--- src/rtl/melody_sequencer.sv ---
// Self-timed melody player: fetches {duration, ticks} entries from a song ROM,
// times each note internally and drives a square-wave tone directly.
// Ports:
//   clk, clr_n (async active-low reset)
//   start, stop, song_sel, loop_en, tempo_scale : control
//   rom_en, rom_addr -> ROM read request; rom_data <- entry, one cycle later
//   tone, busy, note_strobe, cur_ticks, done : status and audio outputs
module melody_sequencer #(
  parameter int TICKBITS    = 18,
  parameter int DURBITS     = 3,
  parameter int NUM_SONGS   = 4,
  parameter int SONG_DEPTH  = 64,
  parameter int UNIT_CYCLES = 2083333,
  parameter int GAP_CYCLES  = 1000000
) (
  input  logic                                  clk,
  input  logic                                  clr_n,
  input  logic                                  start,
  input  logic                                  stop,
  input  logic [$clog2(NUM_SONGS)-1:0]          song_sel,
  input  logic                                  loop_en,
  input  logic [1:0]                            tempo_scale,
  output logic                                  rom_en,
  output logic [$clog2(NUM_SONGS*SONG_DEPTH)-1:0] rom_addr,
  input  logic [DURBITS+TICKBITS-1:0]           rom_data,
  output logic                                  tone,
  output logic                                  busy,
  output logic                                  note_strobe,
  output logic [TICKBITS-1:0]                   cur_ticks,
  output logic                                  done
);

  localparam int SW = $clog2(NUM_SONGS);
  localparam int IW = $clog2(SONG_DEPTH);
  localparam int EW = DURBITS + TICKBITS;
  // Longest note: 24 units at half tempo.
  localparam int DW = $clog2(48 * UNIT_CYCLES + 1);
  localparam logic [DW-1:0] GAP  = DW'(GAP_CYCLES);
  localparam logic [IW-1:0] LAST = IW'(SONG_DEPTH - 1);

  if (UNIT_CYCLES > 32'h7fff_ffff / 48) begin : g_bad_unit
    $error("UNIT_CYCLES too large for the duration counter");
  end
  if (GAP_CYCLES >= 6 * (UNIT_CYCLES / 2)) begin : g_bad_gap
    $error("GAP_CYCLES must be shorter than the shortest note");
  end

  typedef enum logic [2:0] {
    S_IDLE, S_FETCH, S_WAIT, S_LOAD, S_PLAY, S_DONE
  } state_e;

  state_e            state_q, state_d;
  logic [SW-1:0]     song_q, song_d;
  logic              loop_q, loop_d;
  logic [IW-1:0]     idx_q, idx_d;
  logic [EW-1:0]     data_q, data_d;
  logic [DW-1:0]     dur_q, dur_d;
  logic [TICKBITS-1:0] hp_q, hp_d;
  logic [TICKBITS-1:0] ticks_q, ticks_d;
  logic              tone_q, tone_d;
  logic              stb_q, stb_d;

  logic [DURBITS-1:0]  code;
  logic [TICKBITS-1:0] ent_ticks;
  logic [4:0]          units;
  logic [DW-1:0]       ulen;
  logic [DW-1:0]       note_len;
  logic                is_end;
  logic                active;

  assign code      = data_q[TICKBITS +: DURBITS];
  assign ent_ticks = data_q[TICKBITS-1:0];

  always_comb begin
    units = 5'd0;
    case (code)
      DURBITS'(1): units = 5'd24;
      DURBITS'(2): units = 5'd12;
      DURBITS'(3): units = 5'd16;
      DURBITS'(4): units = 5'd6;
      DURBITS'(5): units = 5'd8;
      default:     units = 5'd0;
    endcase
  end

  always_comb begin
    ulen = DW'(UNIT_CYCLES);
    case (tempo_scale)
      2'd1:    ulen = DW'(UNIT_CYCLES / 2);
      2'd2:    ulen = DW'(2 * UNIT_CYCLES);
      default: ulen = DW'(UNIT_CYCLES);
    endcase
  end

  assign is_end   = (units == 5'd0);
  assign note_len = DW'(units) * ulen;

  // Tone runs only while the note has more than GAP cycles left.
  assign active = (state_q == S_PLAY) && (ticks_q != '0) && (dur_q >= GAP);

  always_ff @(posedge clk or negedge clr_n) begin
    if (!clr_n) state_q <= S_IDLE;
    else        state_q <= state_d;
  end

  always_comb begin
    state_d = state_q;
    if (stop) begin
      state_d = S_IDLE;
    end else begin
      case (state_q)
        S_IDLE:  if (start) state_d = S_FETCH;
        S_FETCH: state_d = S_WAIT;
        S_WAIT:  state_d = S_LOAD;
        S_LOAD: begin
          if (!is_end)                  state_d = S_PLAY;
          else if (loop_q && idx_q != '0) state_d = S_FETCH;
          else                          state_d = S_DONE;
        end
        S_PLAY: begin
          if (dur_q == '0)
            state_d = (idx_q == LAST && !loop_q) ? S_DONE : S_FETCH;
        end
        S_DONE:  state_d = S_IDLE;
        default: state_d = S_IDLE;
      endcase
    end
  end

  always_comb begin
    rom_en      = (state_q == S_FETCH);
    rom_addr    = {song_q, idx_q};
    busy        = (state_q != S_IDLE);
    done        = (state_q == S_DONE);
    tone        = tone_q & active;
    note_strobe = stb_q;
    cur_ticks   = ticks_q;
  end

  always_comb begin
    song_d  = song_q;
    loop_d  = loop_q;
    idx_d   = idx_q;
    data_d  = data_q;
    dur_d   = dur_q;
    hp_d    = hp_q;
    ticks_d = ticks_q;
    tone_d  = tone_q;
    stb_d   = 1'b0;
    if (stop) begin
      dur_d   = '0;
      hp_d    = '0;
      ticks_d = '0;
      tone_d  = 1'b0;
    end else begin
      case (state_q)
        S_IDLE: begin
          if (start) begin
            song_d = song_sel;
            loop_d = loop_en;
            idx_d  = '0;
          end
        end
        S_WAIT: data_d = rom_data;
        S_LOAD: begin
          if (is_end) begin
            if (loop_q && idx_q != '0) idx_d = '0;
            else                       ticks_d = '0;
          end else begin
            dur_d   = note_len - DW'(1);
            ticks_d = ent_ticks;
            stb_d   = 1'b1;
            tone_d  = 1'b0;
            hp_d    = '0;
          end
        end
        S_PLAY: begin
          if (active) begin
            if (hp_q == ticks_q - TICKBITS'(1)) begin
              hp_d   = '0;
              tone_d = ~tone_q;
            end else begin
              hp_d = hp_q + TICKBITS'(1);
            end
          end else begin
            hp_d   = '0;
            tone_d = 1'b0;
          end
          if (dur_q == '0) begin
            if (idx_q == LAST) begin
              idx_d = '0;
              if (!loop_q) ticks_d = '0;
            end else begin
              idx_d = idx_q + IW'(1);
            end
          end else begin
            dur_d = dur_q - DW'(1);
          end
        end
        default: ;
      endcase
    end
  end

  always_ff @(posedge clk or negedge clr_n) begin
    if (!clr_n) begin
      song_q  <= '0;
      loop_q  <= 1'b0;
      idx_q   <= '0;
      data_q  <= '0;
      dur_q   <= '0;
      hp_q    <= '0;
      ticks_q <= '0;
      tone_q  <= 1'b0;
      stb_q   <= 1'b0;
    end else begin
      song_q  <= song_d;
      loop_q  <= loop_d;
      idx_q   <= idx_d;
      data_q  <= data_d;
      dur_q   <= dur_d;
      hp_q    <= hp_d;
      ticks_q <= ticks_d;
      tone_q  <= tone_d;
      stb_q   <= stb_d;
    end
  end

endmodule

--- config.mk ---
export PLATFORM = sky130hd
export DESIGN_NAME = melody_sequencer
export DESIGN_NICKNAME = d
export VERILOG_FILES = /design/src/rtl/melody_sequencer.sv
export SDC_FILE = /design/constraint.sdc
export NUM_CORES = 1
export LEC_CHECK = 0
export BUFFER_PORTS_ARGS = -buffer_cell sky130_fd_sc_hd__buf_2
export CAP_MARGIN = 20
export CORE_MARGIN = 2
export CORE_UTILIZATION = 65
export DETAILED_ROUTE_END_ITERATION = 8
export PLACE_DENSITY = 0.94
export SYNTH_ARGS = -nofsm -noshare
export SYNTH_HDL_FRONTEND = slang
export SYNTH_SLANG_ARGS = --single-unit
export TNS_END_PERCENT = 30
--- constraint.sdc ---
create_clock -name clk -period 11.23 [get_ports clk]
set_input_delay 2.246 -clock clk [delete_from_list [all_inputs] [get_ports clk]]
set_output_delay 2.246 -clock clk [all_outputs]
set_load 0.03 [all_outputs]
* Yosys cells after proc, flatten, opt, wreduce, memory -nomap -nowiden *
Cells that the tools add are included.

storage, ports and cells
  output and inout bits = 31
  logic and storage cells = 106
  bits in read-only memories = 0
  latch bits = 0
  bits in writable memories = 0
  register bits after elaboration = 98
  memories kept = 0
  input port bits = 30

operators by class
  $add $sub $neg = 5
  shifts and indexed selects = 0
  div/mod/pow operators = 0
  $lt $le $gt $ge = 1
  $mul = 1
  multiplexer cells = 39
  eq/ne operators = 26
  bitwise gates (word level) = 3
  reductions and logical operators = 21

operator list
  kind                   number
  $mux 18                10
  $mux 27                3
  $pmux 18 s2            2
  $pmux 27 s2            1
  $sub 27x1->27 const B  2
  $pmux 22 s2            1
  $mux 6                 5
  $ge 27x20->1 const B   1
  $logic_not 27->1       1
  $mul 5x27->27          1
  $pmux 5 s5             1
  $add 18x1->18 const B  1
  $eq 18x18->1           1
  $mux 3                 6
  $pmux 6 s3             1
  $reduce_bool 18->1     1
  $sub 18x1->18 const B  1
  $pmux 3 s5             1
  $eq 3x2->1 const B     4
  $eq 3x3->1 const B     4
  $ne 3x3->1 const B     4
  $reduce_and 3->1       3
  $reduce_bool 3->1      3
  $mux 1                 7
  21 further kinds       31

* Longest topological paths before layout *
Gate-level depths: netlist of the first run.

  word-level depth = 7
  gate-level depth with buffers = 20
  mapped depth without buffers = 18

* Worst setup path before layout of the first run *
Ideal clock, no wire load.

  kind = input to register
  from = input tempo_scale[0]
  to = register dur_q[24]
  data arrival time = 6524 ps
  path buffers = 1
  data required time = 11094 ps
  path slack = 4570 ps
  setup time = 136 ps
  stages on the path = 18
  cell sequence = inv_1 -> ha_1 -> clkbuf_1 -> o21ai_0 -> inv_1 -> fa_1 -> inv_1 -> fa_1 -> inv_1 -> ha_1 -> o21ai_0 -> o21bai_1 -> o2111a_1 -> o2111a_1 -> or3b_2 -> a31oi_1 -> mux2i_1 -> o21ai_0

on the way
  longest elaborated chain between the ends = 7

RTL lines
  what                                             RTL line  text
  from (decl)                                      22        input logic [1:0] tempo_scale,
  $eq 2x2->1 / $eq 2x1->1 (equally long branches)  88        case (tempo_scale)
  $pmux 22 s2 *                                    88
  $mul 5x27->27 *                                  96        assign note_len = DW'(units) * ulen;
  $sub 27x1->27 *                                  170       dur_d = note_len - DW'(1);
  $mux 27 *                                        166       if (is_end) begin
  $pmux 27 s2 *                                    156       case (state_q)
  $mux 27 *                                        150       if (stop) begin
  to (signal assigned)                             221       dur_q <= dur_d;
  to (decl)                                        57        logic [DW-1:0] dur_q, dur_d;

Mark *: on every way between the ends. The rest lies on a longest branch, timed or not. The select of a mux whose other input is x is not followed.
A chain may end at the register's enable or synchronous reset.

* Worst setup path in the final report of the first run *
Same ends and word-level chain as after synthesis.

==> results of run 1 <==
==> synth_stat cells, types with 3 or more instances <==
master,number
nand3b_1,4
mux2i_1,6
nand3_1,43
nand2_1,91
nor3b_1,12
o22ai_1,3
a211o_1,4
nor2b_1,13
dfrtp_1,98
o21a_1,7
nand2b_1,12
nor4_1,15
a21oi_1,40
inv_1,90
ha_1,68
o311ai_0,4
a21o_1,17
nor2_1,78
o21ai_0,76
or2_2,6
o2bb2ai_1,6
o211ai_1,8
and2_1,8
nand4_1,10
or4_1,3
a31oi_1,13
and3_1,21
o31ai_1,6
mux2_2,25
clkbuf_1,34
nor3_1,27
nor4b_1,3
or3_1,9
o21ai_1,4
a21boi_0,4
xnor2_1,22
a211oi_1,6
fa_1,25
xor2_1,19
==> sequential cells by signal, summed over array words and instances, names as in the netlist <==
| register | count |
|---|---|
| cur_ticks | 18 |
| data_q | 21 |
| dur_q | 27 |
| hp_q | 18 |
| idx_q | 6 |
| loop_q | 1 |
| note_strobe | 1 |
| song_q | 2 |
| state_q | 3 |
| tone_q | 1 |
==> metal layers <==
metal,GRT usage,share of wire,routed length (µm),up-vias
met3,0.0520,0.068,1390,67
met2,0.495,0.46,9470,358
met1,0.438,0.44,9110,3602
li1,-,-,-,3544
met4,0.115,0.028,570,0
met5,0,0,0,-
==> metrics by stage <==
stage / hold slack (ps) / setup WS (ps) / cells
global route: 527 / 3990 / 1199
finish: 502 / 4360 / 1199
CTS: 505 / 4400 / 1199
global placement: 462 / 4250 / 1183
detailed placement: 487 / 4080 / 1183
floorplan: 442 / 4570 / 986
==> cell type report <==
| type | instances | area (µm²) | share of cell area |
|---|---|---|---|
| sequential | 98 | 2450 | 0.273 |
| tap | 172 | 215 | 0.0239 |
| clock inverter | 7 | 81.3 | 0.00904 |
| inverter | 90 | 338 | 0.0375 |
| clock buffer | 9 | 225 | 0.0250 |
| timing repair buffer | 65 | 340 | 0.0378 |
| multi-input combinational | 758 | 5350 | 0.594 |
==> worst max-delay path: cells and delay by family <==
kind	cells	cell delay, ps
AOI/OAI and AO/OA	7	1970
adders and majority gates	4	1670
buffers and inverters	5	420
muxes	1	260
and+or+nand+nor	1	510
==> logic make-up (layout without fill, tap and decap cells) <==
logic type               count (synthesis)  count (layout)  share of synthesized area
AO/OA/AOI/OAI                          222             222                      0.170
multiplexers                            31              31                     0.0412
buffers and inverters                  130             171                     0.0610
other                                    2               4                   0.000906
AND/OR/NAND/NOR                        367             367                      0.224
XOR/XNOR                                41              41                     0.0433
adder cells (fa/ha/maj)                 93              93                      0.163
flip-flops                              98              98                      0.296
==> worst max path at each step <==
stage                        start        end  slack (ps)  depth (start not counted)
global route        tempo_scale[0]  dur_q[24]        3990                         18
floorplan           tempo_scale[0]  dur_q[24]        4570                         18
global placement    tempo_scale[0]  dur_q[24]        4250                         18
CTS                 tempo_scale[0]  dur_q[24]        4400                         18
detailed placement  tempo_scale[0]  dur_q[24]        4080                         18
finish              tempo_scale[0]  dur_q[24]        4360                         18
==> results_dict.tcl, run 1 <==
set metrics [dict create \
    cp_data_required_time_ps 11460 \
    die_h_um 117 \
    finalMaxSlewViolations 0 \
    slew_headroom 0.334 \
    netlist_instances 984 \
    r2r_slack_ps 6040 \
    netlist_area_um2 8290 \
    synth_edf_count 0 \
    wl_per_cell_um 17.1 \
    antenna_left 0 \
    die_area_um2 13700 \
    slowest_delay_ps 520 \
    cts.htree.levels 3 \
    diodes 0 \
    io_buffers 60 \
    nets 1145 \
    synth_seq_area_share 0.296 \
    hold_class "register to register" \
    first_iter_violations 863 \
    grt_pass1_wl_um 34000 \
    vias 7571 \
    min_from "song_q[1]" \
    ys_ff_latch 98 \
    layout-drive-gt1-share 0.119 \
    track_usage 0.313 \
    num_rows 41 \
    path_max_fanout 11 \
    yosys.area.top_type "dfrtp_1" \
    grt_pass1_vias 7066 \
    syn_to_final_growth_pct 8.61 \
    status "finished, final reports clean" \
    cts_sinks 98 \
    yosysWarnings 0 \
    setup_tns_ps 0 \
    hold_depth 1 \
    drc 0 \
    ctsHoldBuffers 0 \
    grt_max_degree 79 \
    worstPathArrival_ps 7090 \
    finalCoreUtilization 0.719 \
    place_area_um2 8690 \
    crit_chain "buf_2 -> inv_1 -> ha_1 -> o21ai_0 -> inv_1 -> fa_1 -> inv_1 -> fa_1 -> inv_1 -> ha_1 -> a211oi_1 -> o21bai_1 -> o2111a_1 -> o2111a_1 -> or3b_2 -> a31oi_1 -> mux2i_1 -> o21ai_0" \
    rsz0062_at_grt "false" \
    drt_wl_total_um 20500 \
    reg2reg_depth 17 \
    synth_top_area_share 0.296 \
    drv_cap 0 \
    path_clk_slew_ps 80 \
    core_um2 12500 \
    synthArstFlopShare 1.00 \
    cpMaxStageDelayCell "fa_1" \
    viasPerCell 6.31 \
    antenna_found_initial 0 \
    start_util 0.662 \
    cts-root-buf "clkbuf_16" \
    syn_area_per_cell_um2 8.42 \
    hpwlAfterDp_um 15100 \
    clock_latency_ps 370 \
    post-route-min-period_ps 6870 \
    synth.area.top_cells "dfrtp_1 (30%), ha_1 (10%), fa_1 (6.0%)" \
    cts_resized 0 \
    finalSetupViolations 0 \
    final_common_cell "dfrtp_1" \
    hold_viol 0 \
    path_class "input pin to register" \
    crit_path_frequent_cell "inv_1" \
    critPathCaptureType "register" \
    skew_ps 9.01 \
    timing.final.crit_share 0.612 \
    r2r-end "dur_q[24]" \
    synth_flop_cell "dfrtp_1" \
    final_cell_area_um2 9000 \
    start_kind "input pin" \
    io_pins 61 \
    max_freq_mhz 146 \
    r2r-start "data_q[20]" \
    holdPathEnd "song_q[1]" \
    cts_buffer_depth 2 \
    cts_buffers 9 \
    post_cts_buffers 0 \
    grt_overflow 0 \
    synthDistinctLibCells 70 \
    gp_congestion 0.909 \
    worstMarginPinSlew_ps 999 \
    cts_tree "built" \
    nFillCells 919 \
    fp.dieW_um 117 \
    layout_common_cells "dfrtp_1 (98), nand2_1 (91), inv_1 (90), nor2_1 (78), o21ai_0 (75)" \
    firstDrtPassIters 5 \
]
Power of run 1 is left out: the tool's default activity adds up to more than one toggle a clock period on the data nets, which glitch-free logic cannot reach.
==> inputs of run 2 (changes only) <==
--- a/config.mk
+++ b/config.mk
@@ -8,9 +8,9 @@
 export BUFFER_PORTS_ARGS = -buffer_cell sky130_fd_sc_hd__buf_2
 export CAP_MARGIN = 20
 export CORE_MARGIN = 2
-export CORE_UTILIZATION = 65
+export CORE_UTILIZATION = 62
 export DETAILED_ROUTE_END_ITERATION = 8
-export PLACE_DENSITY = 0.94
+export PLACE_DENSITY = 0.91
 export SYNTH_ARGS = -nofsm -noshare
 export SYNTH_HDL_FRONTEND = slang
 export SYNTH_SLANG_ARGS = --single-unit
==> constraint.sdc (replaced) <==
create_clock -name clk -period 7 [get_ports clk]
set_input_delay 1.4 -clock clk [delete_from_list [all_inputs] [get_ports clk]]
set_output_delay 1.4 -clock clk [all_outputs]
set_load 0.03 [all_outputs]
==> results_dict.tcl, run 2 (synthesis results as in run 1) <==
set metrics [dict create \
    core_um2 13100 \
    nets 1146 \
    layout-drive-gt1-share 0.120 \
    fp.dieW_um 120 \
    vias 7467 \
    antenna_left 0 \
    first_iter_violations 770 \
    cts_buffer_depth 2 \
    grt_pass1_wl_um 33900 \
    viasPerCell 6.20 \
    track_usage 0.293 \
    crit_path_frequent_cell "inv_1" \
    firstDrtPassIters 5 \
    max_flop_register "dur_q" \
    gp_congestion 0.968 \
    die_h_um 120 \
    worstMarginPinSlew_ps 1030 \
    cts-root-buf "clkbuf_16" \
    path_class "input pin to register" \
    cts_tree "built" \
    skew_ps 14.2 \
    finalSetupViolations 0 \
    status "finished, final reports clean" \
    drt_wl_total_um 20200 \
    slew_headroom 0.312 \
    post_cts_buffers 0 \
    path_max_fanout 11 \
    max_freq_mhz 167 \
    hold_viol 0 \
    reg_top3 "dur_q: 27 flops, data_q: 21 flops" \
    grt_max_degree 81 \
    timing.final.crit_share 0.856 \
    rsz0062_at_grt "false" \
    drv_cap 0 \
    io_pins 61 \
    largest_register_ffs 27 \
    layout_common_cells "dfrtp_1 (98), nand2_1 (91), inv_1 (90), nor2_1 (78), o21ai_0 (75)" \
    diodes 0 \
    final_common_cell "dfrtp_1" \
    io_buffers 60 \
    antenna_found_initial 0 \
    wl_per_cell_um 16.8 \
    holdWs_ps 493 \
    ctsHoldBuffers 0 \
    finalMaxSlewViolations 0 \
    cts.htree.levels 3 \
    critPathCaptureType "register" \
    grt_pass1_vias 6982 \
    cp_data_required_time_ps 7230 \
    hpwlAfterDp_um 14900 \
    die_area_um2 14300 \
    drc 0 \
    num_rows 42 \
    worstPathArrival_ps 6220 \
    cts_sinks 98 \
    crit_chain "buf_2 -> inv_1 -> ha_1 -> o21ai_0 -> inv_1 -> fa_1 -> inv_1 -> fa_1 -> inv_1 -> ha_1 -> o21ai_0 -> o21bai_1 -> o2111a_1 -> o2111a_1 -> or3b_2 -> a31oi_1 -> mux2i_1 -> o21ai_0" \
    path_clk_slew_ps 70 \
    cts_buffers 9 \
    start_kind "input pin" \
    grt_overflow 0 \
    post-route-min-period_ps 5990 \
    clock_latency_ps 370 \
    cpMaxStageDelayCell "fa_1" \
    slowest_delay_ps 540 \
    start_util 0.631 \
    syn_to_final_growth_pct 8.97 \
    setup_tns_ps 0 \
    hold_class "register to register" \
    cts_resized 0 \
]
run 2: cell count changes in the layout (fill, tap and decap cells not counted), sizes merged:
cell,before,now
buf,65,66
run 2: final cells by class:
cell class	count	area (µm²)
clock buffers	9	225
clock inverters	7	78.8
fillers	1024	4110
inverters	90	338
multi-input cells	758	5350
flip-flops and latches	98	2450
well taps	176	220
repair buffers	66	368
run 2: final timing paths:
| kind | start | depth (start not counted) | to | slack, ps |
|---|---|---|---|---|
| min | tone_q | 1 | tone_q | 490 |
| max | tempo_scale[0] | 18 | dur_q[24] | 1010 |
| max reg2reg | data_q[20] | 18 | dur_q[24] | 1860 |
| min in group asynchronous | clr_n | 1 | dur_q[3] | 900 |
| max in group asynchronous | clr_n | 3 | data_q[19] | 5280 |
| min reg2reg | tone_q | 1 | tone_q | 490 |
run 2: worst max-delay path, delay by kind of cell:
kind / cells / cell delay [ps]
compound gates: 7 / 1850
fa+ha+maj: 4 / 1780
buf+inv: 5 / 430
mux: 1 / 250
simple gates: 1 / 500
run 2: through the flow:
step | setup WS (ps) | utilization | instance area, µm² | std cells
2_1_floorplan | 1190 | - | 8290 | 986
3_5_place_dp | 644 | 0.662 | 8700 | 1187
5_1_grt | 694 | 0.687 | 9030 | 1204
6_report | 1010 | 0.687 | 9030 | 1204
4_1_cts | 1020 | 0.685 | 9000 | 1203
3_3_place_gp | 874 | 0.662 | 8700 | 1187
run 2: per-layer routing:
layer	vias up	GRT usage	part of all wire
met3	36	0.0623	0.066
li1	3545	-	-
met4	0	0.0904	0.020
met5	-	0	0
met1	3577	0.407	0.45
met2	309	0.463	0.47
Power of run 2 is left out for the same reason.
==> inputs of run 3 (changes only) <==
--- a/config.mk
+++ b/config.mk
@@ -7,10 +7,11 @@
 export LEC_CHECK = 0
 export BUFFER_PORTS_ARGS = -buffer_cell sky130_fd_sc_hd__buf_2
 export CAP_MARGIN = 20
+export CORE_ASPECT_RATIO = 0.6
 export CORE_MARGIN = 2
-export CORE_UTILIZATION = 62
+export CORE_UTILIZATION = 65
 export DETAILED_ROUTE_END_ITERATION = 8
-export PLACE_DENSITY = 0.91
+export PLACE_DENSITY = 0.94
 export SYNTH_ARGS = -nofsm -noshare
 export SYNTH_HDL_FRONTEND = slang
 export SYNTH_SLANG_ARGS = --single-unit
==> constraint.sdc (replaced) <==
create_clock -name clk -period 7.5 [get_ports clk]
set_input_delay 1.5 -clock clk [delete_from_list [all_inputs] [get_ports clk]]
set_output_delay 1.5 -clock clk [all_outputs]
set_load 0.03 [all_outputs]
==> results_dict.tcl, run 3 (synthesis results as in run 1) <==
set metrics [dict create \
    status "finished, final reports clean" \
    layout-drive-gt1-share 0.118 \
    antenna_left 0 \
    holdPathEnd "cur_ticks[1]" \
    hold_depth 2 \
    cts-root-buf "clkbuf_16" \
    slew_headroom 0.300 \
    ctsHoldBuffers 0 \
    nets 1145 \
    drc 0 \
    diodes 0 \
    path_clk_slew_ps 70 \
    largest_register_ffs 27 \
    io_buffers 60 \
    firstDrtPassIters 6 \
    hold_class "register to register" \
    num_rows 31 \
    final_common_cell "dfrtp_1" \
    clock_latency_ps 350 \
    io_pins 61 \
    worstPathArrival_ps 6440 \
    finalMaxSlewViolations 0 \
    cts_buffers 9 \
    drt-met1-wl_um 9940 \
    cts_sinks 98 \
    highest_layer "met4" \
    layout_common_cells "dfrtp_1 (98), nand2_1 (91), inv_1 (90), nor2_1 (78), o21ai_0 (75)" \
    start_util 0.676 \
    grt_max_degree 72 \
    syn_to_final_growth_pct 8.76 \
    viasPerCell 6.55 \
    cts.htree.levels 3 \
    critPathCaptureType "register" \
    wl_per_cell_um 18.5 \
    min_from "data_q[1]" \
    wl_met2_um 9210 \
    max_flop_register "dur_q" \
    skew_ps 13.9 \
    rsz0062_at_grt "false" \
    r2r_slack_ps 2210 \
    vias 7804 \
    grt_pass1_vias 7231 \
    path_max_fanout 11 \
    max_freq_mhz 160 \
    hold_viol 0 \
    reg_top3 "dur_q: 27 flops, data_q: 21 flops" \
    hpwlAfterDp_um 16300 \
    antenna_found_initial 0 \
    grt_overflow 0 \
    finalSetupViolations 0 \
    setup_tns_ps 0 \
    die_area_um2 13700 \
    post_cts_buffers 0 \
    start_kind "input pin" \
    pre_cts_ws_ps 964 \
    worstMarginPinSlew_ps 1050 \
    track_usage 0.335 \
    cts_buffer_depth 2 \
    r2r-start "data_q[20]" \
    reg2reg_depth 18 \
    gp_congestion 0.979 \
    timing.final.crit_share 0.832 \
    first_iter_violations 967 \
    fp.dieW_um 150 \
    cts_resized 0 \
    setup_slack_ps 1260 \
    cp_data_required_time_ps 7700 \
    wl_met3_um 2440 \
    r2r-end "dur_q[24]" \
    die_h_um 91.5 \
    holdWs_ps 505 \
    grt_pass1_wl_um 36400 \
    core_um2 12300 \
    final_cell_area_um2 9010 \
    drt_wl_total_um 22100 \
    place_area_um2 8680 \
    path_class "input pin to register" \
    post-route-min-period_ps 6240 \
    drv_cap 0 \
    cts_tree "built" \
]
run 3: cell types whose count changed in the layout (fill, tap and decap cells not counted), sizes merged:
cell,before,now
buf,66,65
bufinv,0,2
clkbuf,9,10
clkinv,4,0
clkinvlp,0,1
inv,93,92
run 3: critical path: stages:
cell and delay [ps]:
buf_2 100, inv_1 40, ha_1 420, o21ai_0 470
inv_1 190, fa_1 540, inv_1 50, fa_1 500
inv_1 40, ha_1 330, o21ai_0 260, o21bai_1 160
o2111a_1 270, o2111a_1 280, or3b_2 530, a31oi_1 420
mux2i_1 240, o21ai_0 100
run 3: layout make-up:
type	instances	area (µm²)
Multi-Input combinational cell	758	5350
Fill cell	896	3250
Sequential cell	98	2450
Timing Repair Buffer	65	344
Inverter	90	338
Clock buffer	10	239
Tap cell	165	206
Clock inverter	5	85.1
run 3: how the worst max path moves through the flow:
stage	slack [ps]	cells past startpoint	startpoint	end
floorplan	1590	18	tempo_scale[0]	dur_q[24]
global placement	1180	18	tempo_scale[0]	dur_q[24]
detailed placement	960	18	tempo_scale[0]	dur_q[24]
CTS	1310	18	tempo_scale[0]	dur_q[24]
global route	990	18	tempo_scale[0]	dur_q[24]
finish	1260	18	tempo_scale[0]	dur_q[24]
run 3: metrics by stage:
step / std cells / utilization
4_1_cts: 1190 / 0.734
3_5_place_dp: 1175 / 0.708
6_report: 1191 / 0.735
2_1_floorplan: 986 / -
3_3_place_gp: 1175 / 0.708
5_1_grt: 1191 / 0.735
run 3: metal layers:
metal / vias up / track usage
li1: 3545 / -
met1: 3702 / 0.516
met2: 487 / 0.475
met3: 70 / 0.0744
met4: 0 / 0.0857
met5: - / 0
Power of run 3 is left out for the same reason.
